[src/rtl/usr_lock_pkg.sv]
// Shared types for the user-lock register bank: operation and entry-state encodings.
package usr_lock_pkg;

    typedef enum logic [1:0] {
        OP_READ   = 2'd0,
        OP_WRITE  = 2'd1,
        OP_LOCK   = 2'd2,
        OP_UNLOCK = 2'd3
    } op_e;

    typedef enum logic {
        ST_UNLOCKED = 1'b0,
        ST_LOCKED   = 1'b1
    } state_e;

    function automatic int addr_w(input int n);
        return (n > 1) ? $clog2(n) : 1;
    endfunction

endpackage

[src/rtl/usr_lock_entry.sv]
// One lockable register: data, owner ID and the lock FSM, plus the per-op
// permission decision for a request aimed at this entry.
module usr_lock_entry
    import usr_lock_pkg::*;
#(
    parameter int              DATA_W  = 8,
    parameter int              ID_W    = 2,
    parameter logic [ID_W-1:0] PRIV_ID = ID_W'(2)
) (
    input  logic              clk,
    input  logic              rst_n,
    input  logic              sel,
    input  op_e               op,
    input  logic [ID_W-1:0]   usr_id,
    input  logic [DATA_W-1:0] wdata,
    output logic [DATA_W-1:0] data,
    output logic              locked,
    output logic              allow
);

    state_e            state, state_nx;
    logic [ID_W-1:0]   owner;
    logic              is_owner;
    logic              auth;

    always_ff @(posedge clk or negedge rst_n) begin
        if (!rst_n) begin
            state <= ST_UNLOCKED;
            owner <= '0;
            data  <= '0;
        end else begin
            state <= state_nx;
            if (sel && allow) begin
                if (op == OP_WRITE)
                    data <= wdata;
                if (op == OP_LOCK && state == ST_UNLOCKED)
                    owner <= usr_id;
            end
        end
    end

    always_comb begin
        state_nx = state;
        if (sel && allow) begin
            if (op == OP_LOCK)
                state_nx = ST_LOCKED;
            else if (op == OP_UNLOCK)
                state_nx = ST_UNLOCKED;
        end
    end

    // Privileged ID may access and unlock, but may not re-lock someone else's entry.
    always_comb begin
        locked   = (state == ST_LOCKED);
        is_owner = (usr_id == owner);
        auth     = !locked || is_owner || (usr_id == PRIV_ID);
        case (op)
            OP_READ:   allow = auth;
            OP_WRITE:  allow = auth;
            OP_LOCK:   allow = !locked || is_owner;
            OP_UNLOCK: allow = auth;
            default:   allow = 1'b0;
        endcase
    end

endmodule

[src/rtl/usr_lock_regbank.sv]
// Bank of user-owned lockable registers with denial counting.
// Optional USR_LOCK_AUDIT_EN adds capture ports for the most recent denied request.
module usr_lock_regbank
    import usr_lock_pkg::*;
#(
    parameter int              DATA_W   = 8,
    parameter int              NUM_REGS = 4,
    parameter int              ID_W     = 2,
    parameter logic [ID_W-1:0] PRIV_ID  = ID_W'(2),
    parameter int              CNT_W    = 8,
    localparam int             ADDR_W   = addr_w(NUM_REGS)
) (
    input  logic                clk,
    input  logic                rst_n,
    input  logic                req_valid,
    input  logic [1:0]          req_op,
    input  logic [ADDR_W-1:0]   req_addr,
    input  logic [ID_W-1:0]     req_usr_id,
    input  logic [DATA_W-1:0]   req_wdata,
    output logic                rsp_valid,
    output logic [DATA_W-1:0]   rsp_rdata,
    output logic                rsp_denied,
    output logic [NUM_REGS-1:0] lock_status,
    input  logic                viol_clr,
    output logic [CNT_W-1:0]    viol_cnt,
    output logic                viol_sticky
`ifdef USR_LOCK_AUDIT_EN
    ,
    output logic [ID_W-1:0]     audit_usr_id,
    output logic [ADDR_W-1:0]   audit_addr,
    output logic [1:0]          audit_op
`endif
);

    logic [DATA_W-1:0]   ent_data [NUM_REGS];
    logic [NUM_REGS-1:0] ent_allow;
    logic                sel_allow;
    logic [DATA_W-1:0]   sel_data;
    logic                denied;
    logic [CNT_W-1:0]    cnt_base;

    for (genvar i = 0; i < NUM_REGS; i++) begin : g_ent
        usr_lock_entry #(
            .DATA_W  (DATA_W),
            .ID_W    (ID_W),
            .PRIV_ID (PRIV_ID)
        ) u_ent (
            .clk    (clk),
            .rst_n  (rst_n),
            .sel    (req_valid && (req_addr == ADDR_W'(i))),
            .op     (op_e'(req_op)),
            .usr_id (req_usr_id),
            .wdata  (req_wdata),
            .data   (ent_data[i]),
            .locked (lock_status[i]),
            .allow  (ent_allow[i])
        );
    end

    // Out-of-range addresses match no entry, so they fall through as denied.
    always_comb begin
        sel_allow = 1'b0;
        sel_data  = '0;
        for (int unsigned i = 0; i < NUM_REGS; i++) begin
            if (req_addr == ADDR_W'(i)) begin
                sel_allow = ent_allow[i];
                sel_data  = ent_data[i];
            end
        end
        denied   = req_valid && !sel_allow;
        cnt_base = viol_clr ? '0 : viol_cnt;
    end

    always_ff @(posedge clk or negedge rst_n) begin
        if (!rst_n) begin
            rsp_valid   <= 1'b0;
            rsp_rdata   <= '0;
            rsp_denied  <= 1'b0;
            viol_cnt    <= '0;
            viol_sticky <= 1'b0;
        end else begin
            rsp_valid   <= req_valid;
            rsp_denied  <= denied;
            rsp_rdata   <= (req_valid && sel_allow && op_e'(req_op) == OP_READ) ? sel_data : '0;
            viol_sticky <= (viol_sticky && !viol_clr) || denied;
            if (denied)
                viol_cnt <= (cnt_base == '1) ? cnt_base : cnt_base + CNT_W'(1);
            else
                viol_cnt <= cnt_base;
        end
    end

`ifdef USR_LOCK_AUDIT_EN
    always_ff @(posedge clk or negedge rst_n) begin
        if (!rst_n) begin
            audit_usr_id <= '0;
            audit_addr   <= '0;
            audit_op     <= '0;
        end else if (denied) begin
            audit_usr_id <= req_usr_id;
            audit_addr   <= req_addr;
            audit_op     <= req_op;
        end else if (viol_clr) begin
            audit_usr_id <= '0;
            audit_addr   <= '0;
            audit_op     <= '0;
        end
    end
`endif

endmodule
[config.mk]
export PLATFORM = sky130hd
export DESIGN_NAME = usr_lock_regbank
export DESIGN_NICKNAME = d
export VERILOG_FILES = /design/src/rtl/usr_lock_pkg.sv /design/src/rtl/usr_lock_entry.sv /design/src/rtl/usr_lock_regbank.sv
export SDC_FILE = /design/constraint.sdc
export NUM_CORES = 1
export LEC_CHECK = 0
export ABC_AREA = 1
export CAP_MARGIN = 20
export CORE_ASPECT_RATIO = 1.75
export CORE_UTILIZATION = 45
export DETAILED_ROUTE_END_ITERATION = 10
export PLACE_DENSITY_LB_ADDON = 0.12
export SKIP_CTS_REPAIR_TIMING = 1
export SLEW_MARGIN = 30
export SYNTH_ARGS = -nofsm -noshare
export SYNTH_HDL_FRONTEND = slang
export SYNTH_HIERARCHICAL = 1
export SYNTH_SLANG_ARGS = --single-unit
[constraint.sdc]
create_clock -name clk -period 3.4 [get_ports clk]
set_clock_uncertainty 0.15 [all_clocks]
set_input_delay 0.85 -clock clk [delete_from_list [all_inputs] [get_ports clk]]
set_output_delay 0.85 -clock clk [all_outputs]
set_load 0.02 [all_outputs]
==> out/qor.yml <==
finish:
  diodes: 0
  final_cell_mix: "nand2_1, dfrtp_1, nand4_1, clkdlybuf4s50_1, inv_1"
  drive_above_1_share_pct: 15.0
  final_common_cell: "nand2_1"
  area_growth_pct: 23.0
  fillers: 737
  fin_nets: 528
floorplan:
  io_pins: 41
  coreArea_sq_um: 7570
  num_rows: 42
  fp.dieW_um: 68.6
  die_y_um: 119
  initial_utilization_pct: 46.2
  dieArea_sq_um: 8140
yosys:
  avgSynthCellArea_sq_um: 7.68
  synth.distinct_cells: 26
  seq_area_frac_synth_pct: 45.1
  synth-simple-area-share_pct: 41.9
  netlist_area_sq_um: 3500
  synth_fa_ha_area_share_pct: 0.358
  synth_top_family_by_area: "simple AND/OR/NAND/NOR gates"
  yosysWarnings: 6
  synth-xor-area-share_pct: 0
  synth-compound-area-share_pct: 5.30
  synthMuxAreaShare_pct: 0
  synth_nets: 474
  synth_cells: 455
  ys_seq_elements: 63
power_and_ir_drop:
  pwr_density_cell_nw_per_um2: 536
  total_power_mw: 2.30
  leakagePower_nw: 2.25
  ir_drop_v: 0.000284
sta:
  fin_crit_sh_pct: 77.5
  period_minus_slack_ns: 2.63
  hold_viol_final: 0
  max_freq_mhz: 380
  slew_violations: 0
  final.setup.tns_ns: 0
  fin_ws_ns: 0.766
  slew_headroom_pct: 46.0
  hold_ws_ns: 0.311
  rsz0062_at_grt: "no"
  setup_viol: 0
  tightest_slew_ns: 0.811
route:
  firstDrtPassIters: 4
  drtIter0Drc: 153
  wl_met3_um: 303
  vias: 3152
  wirelength_um: 8910
  post-route-drc-count: 0
  ant_nets: 0
  wirelength_met1_um: 3390
  routedWlPerCell_um: 14.8
  maxUsedRoutingLayer: "met4"
  viasPerCell: 5.25
  wl_met2_um: 4750
cts:
  numCtsBuffers: 9
  insertion_delay_ns: 0.33
  clkSinkCount: 63
  htreeDepth: 3
  cts_root_buffer: "clkbuf_16"
  tritoncts: "built"
  clk_pin_slew_ns: 0.05
  cts_buffer_depth: 2
grt:
  grt_pass1_vias: 3014
  gr-total-overflow: 0
  grt_max_degree: 64
  antenna_found_initial: 0
  track_usage_pct: 25.3
  grt_pass1_wl_um: 14700
critical_path:
  cpMostUsedCell: "nand2_1"
  worstPathRequired_ns: 3.47
  endpoint_kind: "flip-flop"
  cp_cell_sequence: "clkdlybuf4s50_1 -> nand2_1 -> a21oi_2 -> nand2_2 -> nand2_1 -> nand2_1 -> nand3_2 -> o211ai_2 -> nand2_1 -> nand2_1"
  reg2regPathDepth: 10
  rrSetupSlack_ns: 1.65
  crit_slowest_cell: "clkdlybuf4s50_1"
  reg2reg_to: "viol_cnt[1]$_DFF_PN0_"
  cp_top_family: "buffers and inverters"
  cp_max_fo: 12
  path_class: "primary input to flip-flop"
  r2r_start: "viol_cnt[1]$_DFF_PN0_"
  slowest_delay_ns: 0.79
  start_kind: "primary input"
  cp.arrival_ns: 2.70
  crit_buf_inv: 1
placement:
  dp_slack_ns: 0.418
  place_congestion: 0.899
  portBuffers: 40
  dpl.hpwl_um: 6570
run:
  drv_cap: 0
hold_path:
  hold_path_depth: 2
  hold_class: "flip-flop to flip-flop"
  hold_end: "g_ent[0].u_ent/data[7]$_DFFE_PN0P_"
  worstHoldStart: "g_ent[0].u_ent/data[7]$_DFFE_PN0P_"
status:
  outcome: "complete, no violations"
-- final cells by class --
type | instances | area [sq um] | area share, %
Multi-Input combinational cell | 337 | 1660 | 38.6
Sequential cell | 63 | 1580 | 36.6
Timing Repair Buffer | 54 | 500 | 11.6
Clock buffer | 11 | 243 | 5.64
Inverter | 44 | 165 | 3.84
Tap cell | 88 | 110 | 2.56
Clock inverter | 3 | 45.0 | 1.05
-- logic make-up after synthesis --
logic type	after synthesis
and+or+nand+nor	309
adders and majority gates	1
buffers and inverters	55
AOI/OAI and AO/OA	27
DFF	63
-- per-stage QoR --
step / instance area, sq um / utilization [%] / instances
after floorplan: 3500 / - / 455
after global placement: 4010 / 53.0 / 586
after detailed placement: 4010 / 53.0 / 586
after CTS: 4300 / 56.8 / 600
after global routing: 4300 / 56.8 / 600
final: 4300 / 56.8 / 600
-- state kept, by name, indices dropped and copies added (netlist names) --
| name | flops |
|---|---|
| viol_cnt | 8 |
| g_ent.u_ent/data | 32 |
| rsp_denied | 1 |
| rsp_valid | 1 |
| rsp_rdata | 8 |
| viol_sticky | 1 |
| g_ent.u_ent/locked | 4 |
| g_ent.u_ent/owner | 8 |
-- power breakdown --
part	internal [mW]	switching [mW]	total [mW]
registers	0.869	0.0732	0.942
logic	0.171	0.298	0.469
clock network	0.578	0.315	0.893
total	1.62	0.686	2.30
-- Yosys cell counts --
cell type / count / area, sq um
a21oi_1: 1 / 5.00
a21oi_2: 8 / 70.1
buf_2: 5 / 25.0
buf_6: 6 / 67.6
dfrtp_1: 63 / 1580
ha_1: 1 / 12.5
inv_1: 33 / 124
inv_2: 11 / 41.3
nand2_1: 187 / 702
nand2_2: 6 / 37.5
nand2_4: 2 / 22.5
nand2_8: 1 / 20.0
nand3_1: 28 / 140
nand3_2: 5 / 50.1
nand4_1: 40 / 250
nand4_2: 4 / 50.1
nor2_1: 24 / 90.1
nor2_2: 5 / 31.3
nor2_4: 3 / 33.8
nor2_8: 1 / 20.0
nor3_1: 2 / 10.0
o211ai_2: 1 / 12.5
o21ai_0: 15 / 75.1
o21ai_4: 1 / 16.3
o22ai_1: 1 / 6.26
or2_2: 1 / 6.26
-- worst register-to-register path, delay by kind of cell (launching register included) --
kind / cells / cell delay (ns)
buffers and inverters: 1 / 0.05
and+or+nand+nor: 8 / 0.87
DFF: 1 / 0.35
adders and majority gates: 1 / 0.22
-- layer usage --
layer	vias up	global-route usage, %
met5	-	0
met4	0	16.1
met3	29	6.18
met2	89	41.4
met1	1445	27.7
li1	1589	-
-- worst max-delay path by stage --
| stage | start | endpoint | cells past startpoint |
|---|---|---|---|
| after floorplan | req_addr[1] | g_ent[1].u_ent/owner[1]$_DFFE_PN0P_ | 6 |
| after global placement | req_op[1] | viol_cnt[5]$_DFF_PN0_ | 10 |
| after detailed placement | req_op[1] | viol_cnt[1]$_DFF_PN0_ | 10 |
| after CTS | req_op[1] | viol_cnt[1]$_DFF_PN0_ | 10 |
| after global routing | req_op[1] | viol_cnt[2]$_DFF_PN0_ | 10 |
| final | req_op[1] | viol_cnt[1]$_DFF_PN0_ | 10 |
No activity file was read; power rests on OpenSTA's default activity.
